$ cat config.mk
export PLATFORM = sky130hd
export DESIGN_NAME = bin2bcd_seq
export DESIGN_NICKNAME = d
export VERILOG_FILES = /design/src/rtl/bin2bcd_seq.sv
export SDC_FILE = /design/constraint.sdc
export NUM_CORES = 1
export LEC_CHECK = 0
export CAP_MARGIN = 20
export CORE_ASPECT_RATIO = 0.75
export CORE_MARGIN = 8
export CORE_UTILIZATION = 57
export DETAILED_ROUTE_END_ITERATION = 8
export DONT_BUFFER_PORTS = 1
export PLACE_DENSITY = 0.75
export SETUP_SLACK_MARGIN = 0.1
export SYNTH_ARGS = -nofsm -noshare
export SYNTH_HDL_FRONTEND = slang
export SYNTH_SLANG_ARGS = --single-unit
$ cat constraint.sdc
create_clock -name clk -period 1.95 [get_ports clk]
set_input_delay 0.39 -clock clk [delete_from_list [all_inputs] [get_ports clk]]
set_output_delay 0.39 -clock clk [all_outputs]
set_load 0.05 [all_outputs]
$ cat src/rtl/bin2bcd_seq.sv
// bin2bcd_seq: iterative binary-to-BCD converter (shift-and-add-3).
// One input bit is consumed per clock. Results (bcd, blank, ovf) are
// registered together with a one-cycle done pulse and then held until
// the next completion or reset.
module bin2bcd_seq #(
  parameter int BIN_W  = 32,
  parameter int DIGITS = 10
) (
  input  logic                  clk,
  input  logic                  rst,
  input  logic                  start,
  input  logic [BIN_W-1:0]      bin,
  output logic                  busy,
  output logic                  done,
  output logic [4*DIGITS-1:0]   bcd,
  output logic [DIGITS-1:0]     blank,
  output logic                  ovf
);

  localparam int ACC_W = 4 * DIGITS;
  localparam int CNT_W = $clog2(BIN_W + 1);

  localparam logic [0:0] S_IDLE  = 1'b0;
  localparam logic [0:0] S_SHIFT = 1'b1;

  // All digits blanked except digit 0 (what the value zero displays as).
  localparam logic [DIGITS-1:0] BLANK_RST = ~DIGITS'(1'b1);

  // Add 3 to every digit that is 5 or more so the following shift carries
  // correctly into the next decimal digit. Max result 12 fits in 4 bits.
  function automatic logic [ACC_W-1:0] add3(input logic [ACC_W-1:0] a);
    logic [ACC_W-1:0] r;
    r = a;
    for (int k = 0; k < DIGITS; k++) begin
      if (a[4*k +: 4] >= 4'd5) begin
        r[4*k +: 4] = a[4*k +: 4] + 4'd3;
      end else begin
        r[4*k +: 4] = a[4*k +: 4];
      end
    end
    return r;
  endfunction

  // Leading-zero mask: a digit is flagged while it and every more
  // significant digit are zero. Digit 0 is never flagged.
  function automatic logic [DIGITS-1:0] blank_mask(input logic [ACC_W-1:0] v);
    logic [DIGITS-1:0] m;
    logic              zero_above;
    m          = '0;
    zero_above = 1'b1;
    for (int k = DIGITS - 1; k >= 1; k--) begin
      zero_above = zero_above & (v[4*k +: 4] == 4'd0);
      m[k]       = zero_above;
    end
    return m;
  endfunction

  logic [0:0]        state_q, state_d;
  logic [CNT_W-1:0]  cnt_q,   cnt_d;
  logic [BIN_W-1:0]  sh_q,    sh_d;
  logic [ACC_W-1:0]  acc_q,   acc_d;
  logic              ovf_acc_q, ovf_acc_d;
  logic [ACC_W-1:0]  adj_s;
  logic              last_s;

  logic              done_q;
  logic [ACC_W-1:0]  bcd_q;
  logic [DIGITS-1:0] blank_q;
  logic              ovf_q;

  // Next-state logic: accept a request in IDLE, one correction+shift per SHIFT cycle.
  always_comb begin
    state_d   = state_q;
    cnt_d     = cnt_q;
    sh_d      = sh_q;
    acc_d     = acc_q;
    ovf_acc_d = ovf_acc_q;
    last_s    = 1'b0;
    adj_s     = add3(acc_q);
    case (state_q)
      S_IDLE: begin
        if (start) begin
          state_d   = S_SHIFT;
          sh_d      = bin;
          acc_d     = '0;
          ovf_acc_d = 1'b0;
          cnt_d     = CNT_W'(BIN_W);
        end else begin
          state_d   = S_IDLE;
        end
      end
      S_SHIFT: begin
        // MSB of the binary operand enters digit 0 bit 0; the carry out of
        // the top digit is a multiple of 10^DIGITS and is only recorded.
        {acc_d, sh_d} = {adj_s[ACC_W-2:0], sh_q, 1'b0};
        ovf_acc_d     = ovf_acc_q | adj_s[ACC_W-1];
        cnt_d         = cnt_q - CNT_W'(1);
        if (cnt_q == CNT_W'(1)) begin
          state_d = S_IDLE;
          last_s  = 1'b1;
        end else begin
          state_d = S_SHIFT;
        end
      end
      default: begin
        state_d = S_IDLE;
      end
    endcase
  end

  // Datapath and FSM registers; reset aborts any conversion in flight.
  always_ff @(posedge clk) begin
    if (rst) begin
      state_q   <= S_IDLE;
      cnt_q     <= '0;
      sh_q      <= '0;
      acc_q     <= '0;
      ovf_acc_q <= 1'b0;
    end else begin
      state_q   <= state_d;
      cnt_q     <= cnt_d;
      sh_q      <= sh_d;
      acc_q     <= acc_d;
      ovf_acc_q <= ovf_acc_d;
    end
  end

  // Result registers: loaded only on the final shift so no partial value is visible.
  always_ff @(posedge clk) begin
    if (rst) begin
      done_q  <= 1'b0;
      bcd_q   <= '0;
      blank_q <= BLANK_RST;
      ovf_q   <= 1'b0;
    end else begin
      done_q <= last_s;
      if (last_s) begin
        bcd_q   <= acc_d;
        blank_q <= blank_mask(acc_d);
        ovf_q   <= ovf_acc_d;
      end else begin
        bcd_q   <= bcd_q;
        blank_q <= blank_q;
        ovf_q   <= ovf_q;
      end
    end
  end

  assign busy  = (state_q == S_SHIFT);
  assign done  = done_q;
  assign bcd   = bcd_q;
  assign blank = blank_q;
  assign ovf   = ovf_q;

endmodule

==> flow_summary.json <==
{
  "totalWireLength_mm": 15.9,
  "final-max-slew-violation-count": 0,
  "global_route.usage.met1_pct": 25.8,
  "ff2ff_setup_slack_ns": -0.18,
  "instance_count_on_the_critical_path": 11,
  "portBuffers": 0,
  "numCtsBuffers": 17,
  "critical_path_arrival_ns": 2.41,
  "cts_tree": "yes",
  "first_iter_violations": 335,
  "cellInternalPower_mw": 5.13,
  "global_route.overflow_total": 0,
  "layout-area-overhead-vs-synth_pct": 27.3,
  "nNetsFinal": 838,
  "period_minus_slack_ns": 2.13,
  "timing.max_cap.violations": 0,
  "placed_cell_area_um2": 6650,
  "share_clk_of_total_power_pct": 49.4,
  "crit_path_start_kind": "flip-flop",
  "timing.critical_path.cells": "inv_2 -> ha_4 -> nand2b_4 -> a211oi_2 -> a211oi_4 -> buf_4 -> buf_4 -> buf_4 -> buf_4 -> a21oi_1 -> a211oi_1",
  "setup.worst_path.start": "acc_q[29]",
  "post_synthesis_simple_gate_area_fraction_pct": 20.3,
  "reg2reg_from": "acc_q[29]",
  "io_pins": 88,
  "critical_path.reg2reg.endpoint": "bcd[30]",
  "number_of_routed_nets_with_antenna_violations": 0,
  "p_sw_share_pct": 23.9,
  "criticalPathCategory": "flip-flop to flip-flop",
  "worst_slew_pin_slew_ns": 0.626,
  "power.static_leakage_nw": 3.08,
  "worst_r2r_path_depth": 11,
  "preCtsSetupSlack_ns": -0.206,
  "synth-adder-area-share_pct": 4.49,
  "avgViaCountPerCell": 5.85,
  "critical_path_required_ns": 2.23,
  "run_status": "complete, but fails checks",
  "post-route-cell-area_um2": 7800,
  "worstSetupEndpointType": "flip-flop",
  "critPathBufInv": 5,
  "height_of_the_chip_um": 106,
  "min_period_over_period_pct": 109,
  "grtUsageMet2_pct": 34.7,
  "sequentialPowerShare_pct": 43.6,
  "gp_congestion": 0.851,
  "hold_path.startpoint": "rst",
  "initial_core_util_pct": 59.1,
  "worst_path_largest_cell_delay_ns": 0.35,
  "total_half_perimeter_wirelength_after_legalization_and_detailed_placement_mm": 9.83,
  "grt_use_total_pct": 21.6,
  "num_vias": 5441,
  "postSynthNetCount": 789,
  "combPwrFrac_pct": 7.0,
  "clkSlewWorstSetupHoldPaths_ns": 0.06,
  "violations": "negative setup slack",
  "critical_path.most_common_cell": "sky130_fd_sc_hd__buf_4",
  "fill_cells": 735,
  "critical_path.endpoint": "bcd[30]",
  "cts-hold-fix-buffers": 0,
  "synthesis.yosys.warnings": 0,
  "placementRows": 32,
  "synth.lib_cells_used.distinct": 54,
  "syn-instance-count": 732,
  "grt_first_pass_wirelength_mm": 25.4,
  "ctsRootBufferMaster": "sky130_fd_sc_hd__clkbuf_16",
  "post_synthesis_sequential_element_count": 131,
  "antenna_cells_inserted": 0,
  "drc": 0,
  "main_combinational_cell_family_by_area_after_synthesis": "compound AO/OA/AOI/OAI gates",
  "cts_num_sinks": 131,
  "report.final.hold_viol_count": 0,
  "drive_gt1_share_pct": 25.3,
  "post_synth_mux_area_share_pct": 5.88,
  "critical-path-slowest-cell": "sky130_fd_sc_hd__a211oi_2",
  "synthArstFlopShare_pct": 0,
  "timing.critical_path.max_delay_family": "compound AO/OA/AOI/OAI gates",
  "gr-usage-met3_pct": 7.26,
  "post_synth.cell_area_avg_um2": 8.37,
  "grt_max_degree": 132,
  "cts_buffer_depth": 2,
  "layout.area.seq_um2": 2650,
  "post_synthesis_instance_area_um2": 6120,
  "drt_pass1_iterations": 5,
  "hold_class": "input pin to flip-flop",
  "grt_setup_unrepaired": "yes",
  "power.net_switching_mw": 1.61,
  "synth_edf_count": 0,
  "final_worst_setup_slack_ns": -0.181,
  "grt_pass1_vias": 5236,
  "wire_per_inst_um": 17.1,
  "worst_skew_pair.late_latency_ns": 0.41,
  "synth.yosys.seq_area_share_pct": 42.8,
  "timing.max_slew.rel_slack_pct": 58.3,
  "cp_max_fo": 3,
  "floorplan.core_area_um2": 10400,
  "cts-htree-levels": 4,
  "synthXorXnorAreaFrac_pct": 0.858,
  "synth_compound_gate_area_share_pct": 20.4,
  "multiInputGateArea_um2": 3590,
  "peakVddDrop_mv": 0.689,
  "ys.flop_type": "sky130_fd_sc_hd__dfxtp_1",
  "number_of_setup_violations_in_the_final_report": 10,
  "power_density_nw_per_um2": 864,
  "fmax_ghz": 0.469,
  "gr-max-usage-layer": "met2",
  "die-area_um2": 14400,
  "worst_clock_skew_ns": 0.00659,
  "grt_antenna_before_repair": 0,
  "die_w_um": 136
}
-- sequential cells by signal, summed over array words and instances (netlist names) --
| signal | cells |
|---|---|
| acc_q | 40 |
| ovf_acc_q | 1 |
| bcd | 40 |
| blank | 9 |
| cnt_q | 6 |
| done | 1 |
| busy | 1 |
| sh_q | 32 |
| ovf | 1 |
-- Yosys cell counts (3+ instances only) --
cell / count / area [um^2]
sky130_fd_sc_hd__and4_1: 4 / 35.0
sky130_fd_sc_hd__nor3b_1: 8 / 60.1
sky130_fd_sc_hd__a2bb2oi_1: 8 / 70.1
sky130_fd_sc_hd__a21oi_1: 65 / 325
sky130_fd_sc_hd__mux2i_1: 36 / 360
sky130_fd_sc_hd__buf_1: 6 / 22.5
sky130_fd_sc_hd__ha_1: 22 / 275
sky130_fd_sc_hd__dfxtp_1: 131 / 2620
sky130_fd_sc_hd__buf_4: 3 / 22.5
sky130_fd_sc_hd__o21ai_1: 4 / 20.0
sky130_fd_sc_hd__and3_1: 10 / 62.6
sky130_fd_sc_hd__a211o_1: 6 / 52.6
sky130_fd_sc_hd__a2111oi_0: 6 / 52.6
sky130_fd_sc_hd__nand3_1: 4 / 20.0
sky130_fd_sc_hd__xnor2_1: 5 / 43.8
sky130_fd_sc_hd__buf_2: 4 / 20.0
sky130_fd_sc_hd__clkbuf_1: 37 / 139
sky130_fd_sc_hd__o21ai_0: 20 / 100
sky130_fd_sc_hd__nand2_1: 25 / 93.8
sky130_fd_sc_hd__nor3_1: 13 / 65.1
sky130_fd_sc_hd__inv_1: 27 / 101
sky130_fd_sc_hd__a211oi_1: 44 / 330
sky130_fd_sc_hd__nand2b_1: 13 / 81.3
sky130_fd_sc_hd__nor2_1: 162 / 608
sky130_fd_sc_hd__nor4b_1: 3 / 26.3
sky130_fd_sc_hd__a31oi_1: 7 / 43.8
sky130_fd_sc_hd__nor2b_1: 8 / 50.1
sky130_fd_sc_hd__a21o_1: 4 / 30.0
sky130_fd_sc_hd__a22oi_1: 13 / 97.6
sky130_fd_sc_hd__nand4_1: 6 / 37.5
-- per-layer routing --
metal,wire length [um],vias to the layer above
li1,-,2675
met1,6860,2544
met2,7480,178
met3,1110,44
met4,481,0
met5,0,-
-- power by group through the flow --
| stage | clock network (mW) | registers [mW] | logic [mW] |
|---|---|---|---|
| final | 3.33 | 2.94 | 0.471 |
| after detailed placement | 0 | 2.99 | 0.441 |
| after floorplan | 0 | 2.98 | 0.387 |
| after CTS | 3.38 | 2.94 | 0.457 |
| after global placement | 0 | 2.99 | 0.425 |
| after global routing | 3.51 | 2.95 | 0.524 |
-- how the worst min path moves through the flow --
stage | end | slack [ns] | depth (start not counted)
6_report | acc_q[20] | 0.05 | 1
5_1_grt | acc_q[25] | 0.03 | 1
4_1_cts | acc_q[24] | 0.04 | 1
3_5_place_dp | acc_q[29] | 0.47 | 1
3_3_place_gp | sh_q[4] | 0.46 | 2
2_1_floorplan | sh_q[10] | 0.45 | 2
-- logic make-up (layout without fill, tap and decap cells) --
| family | Yosys count | after routing |
|---|---|---|
| fa+ha+maj | 22 | 22 |
| other cells | 1 | 1 |
| flops | 131 | 131 |
| simple gates | 267 | 267 |
| compound gates | 191 | 191 |
| mux | 36 | 36 |
| buf+inv | 78 | 140 |
| xor+xnor | 6 | 6 |
-- cell type report --
type                       instances  area share [%]
multi-input combinational        523            46.0
sequential                       131            34.0
timing repair buffer              81            8.38
clock buffer                      18            5.63
clock inverter                    14            2.37
tap                              136            2.18
inverter                          27            1.43
-- repair_timing --
action                                  4_1_cts  5_1_grt
endpoints found under the setup margin       13       27
pin swaps                                    13       12
resized for setup                            51       32
buffers inserted                             21        6
-- placed cells by master, fill, tap and decap left out, types with 16 or more instances in the layout --
cell type                   synthesis  layout
sky130_fd_sc_hd__a211oi_1          44      36
sky130_fd_sc_hd__buf_4              3      76
sky130_fd_sc_hd__clkbuf_16          0      17
sky130_fd_sc_hd__o21ai_0           20      18
sky130_fd_sc_hd__inv_1             27      16
sky130_fd_sc_hd__a21oi_1           65      60
sky130_fd_sc_hd__nand2_1           25      25
sky130_fd_sc_hd__mux2i_1           36      36
sky130_fd_sc_hd__dfxtp_1          131     116
sky130_fd_sc_hd__nor2_1           162     161
-- metrics by stage --
step / std cells / utilization [%] / setup TNS (ns) / hold slack [ns] / total power, mW
after floorplan: 732 / - / 0 / 0.454 / 3.37
after global placement: 873 / 64.1 / -0.137 / 0.463 / 3.42
after detailed placement: 873 / 64.1 / -0.874 / 0.473 / 3.44
after CTS: 926 / 73.4 / -0.298 / 0.0360 / 6.77
after global routing: 930 / 75.2 / -2.54 / 0.0345 / 6.98
final: 930 / 75.2 / -1.31 / 0.0506 / 6.74
(Power assumes the default switching activity.)
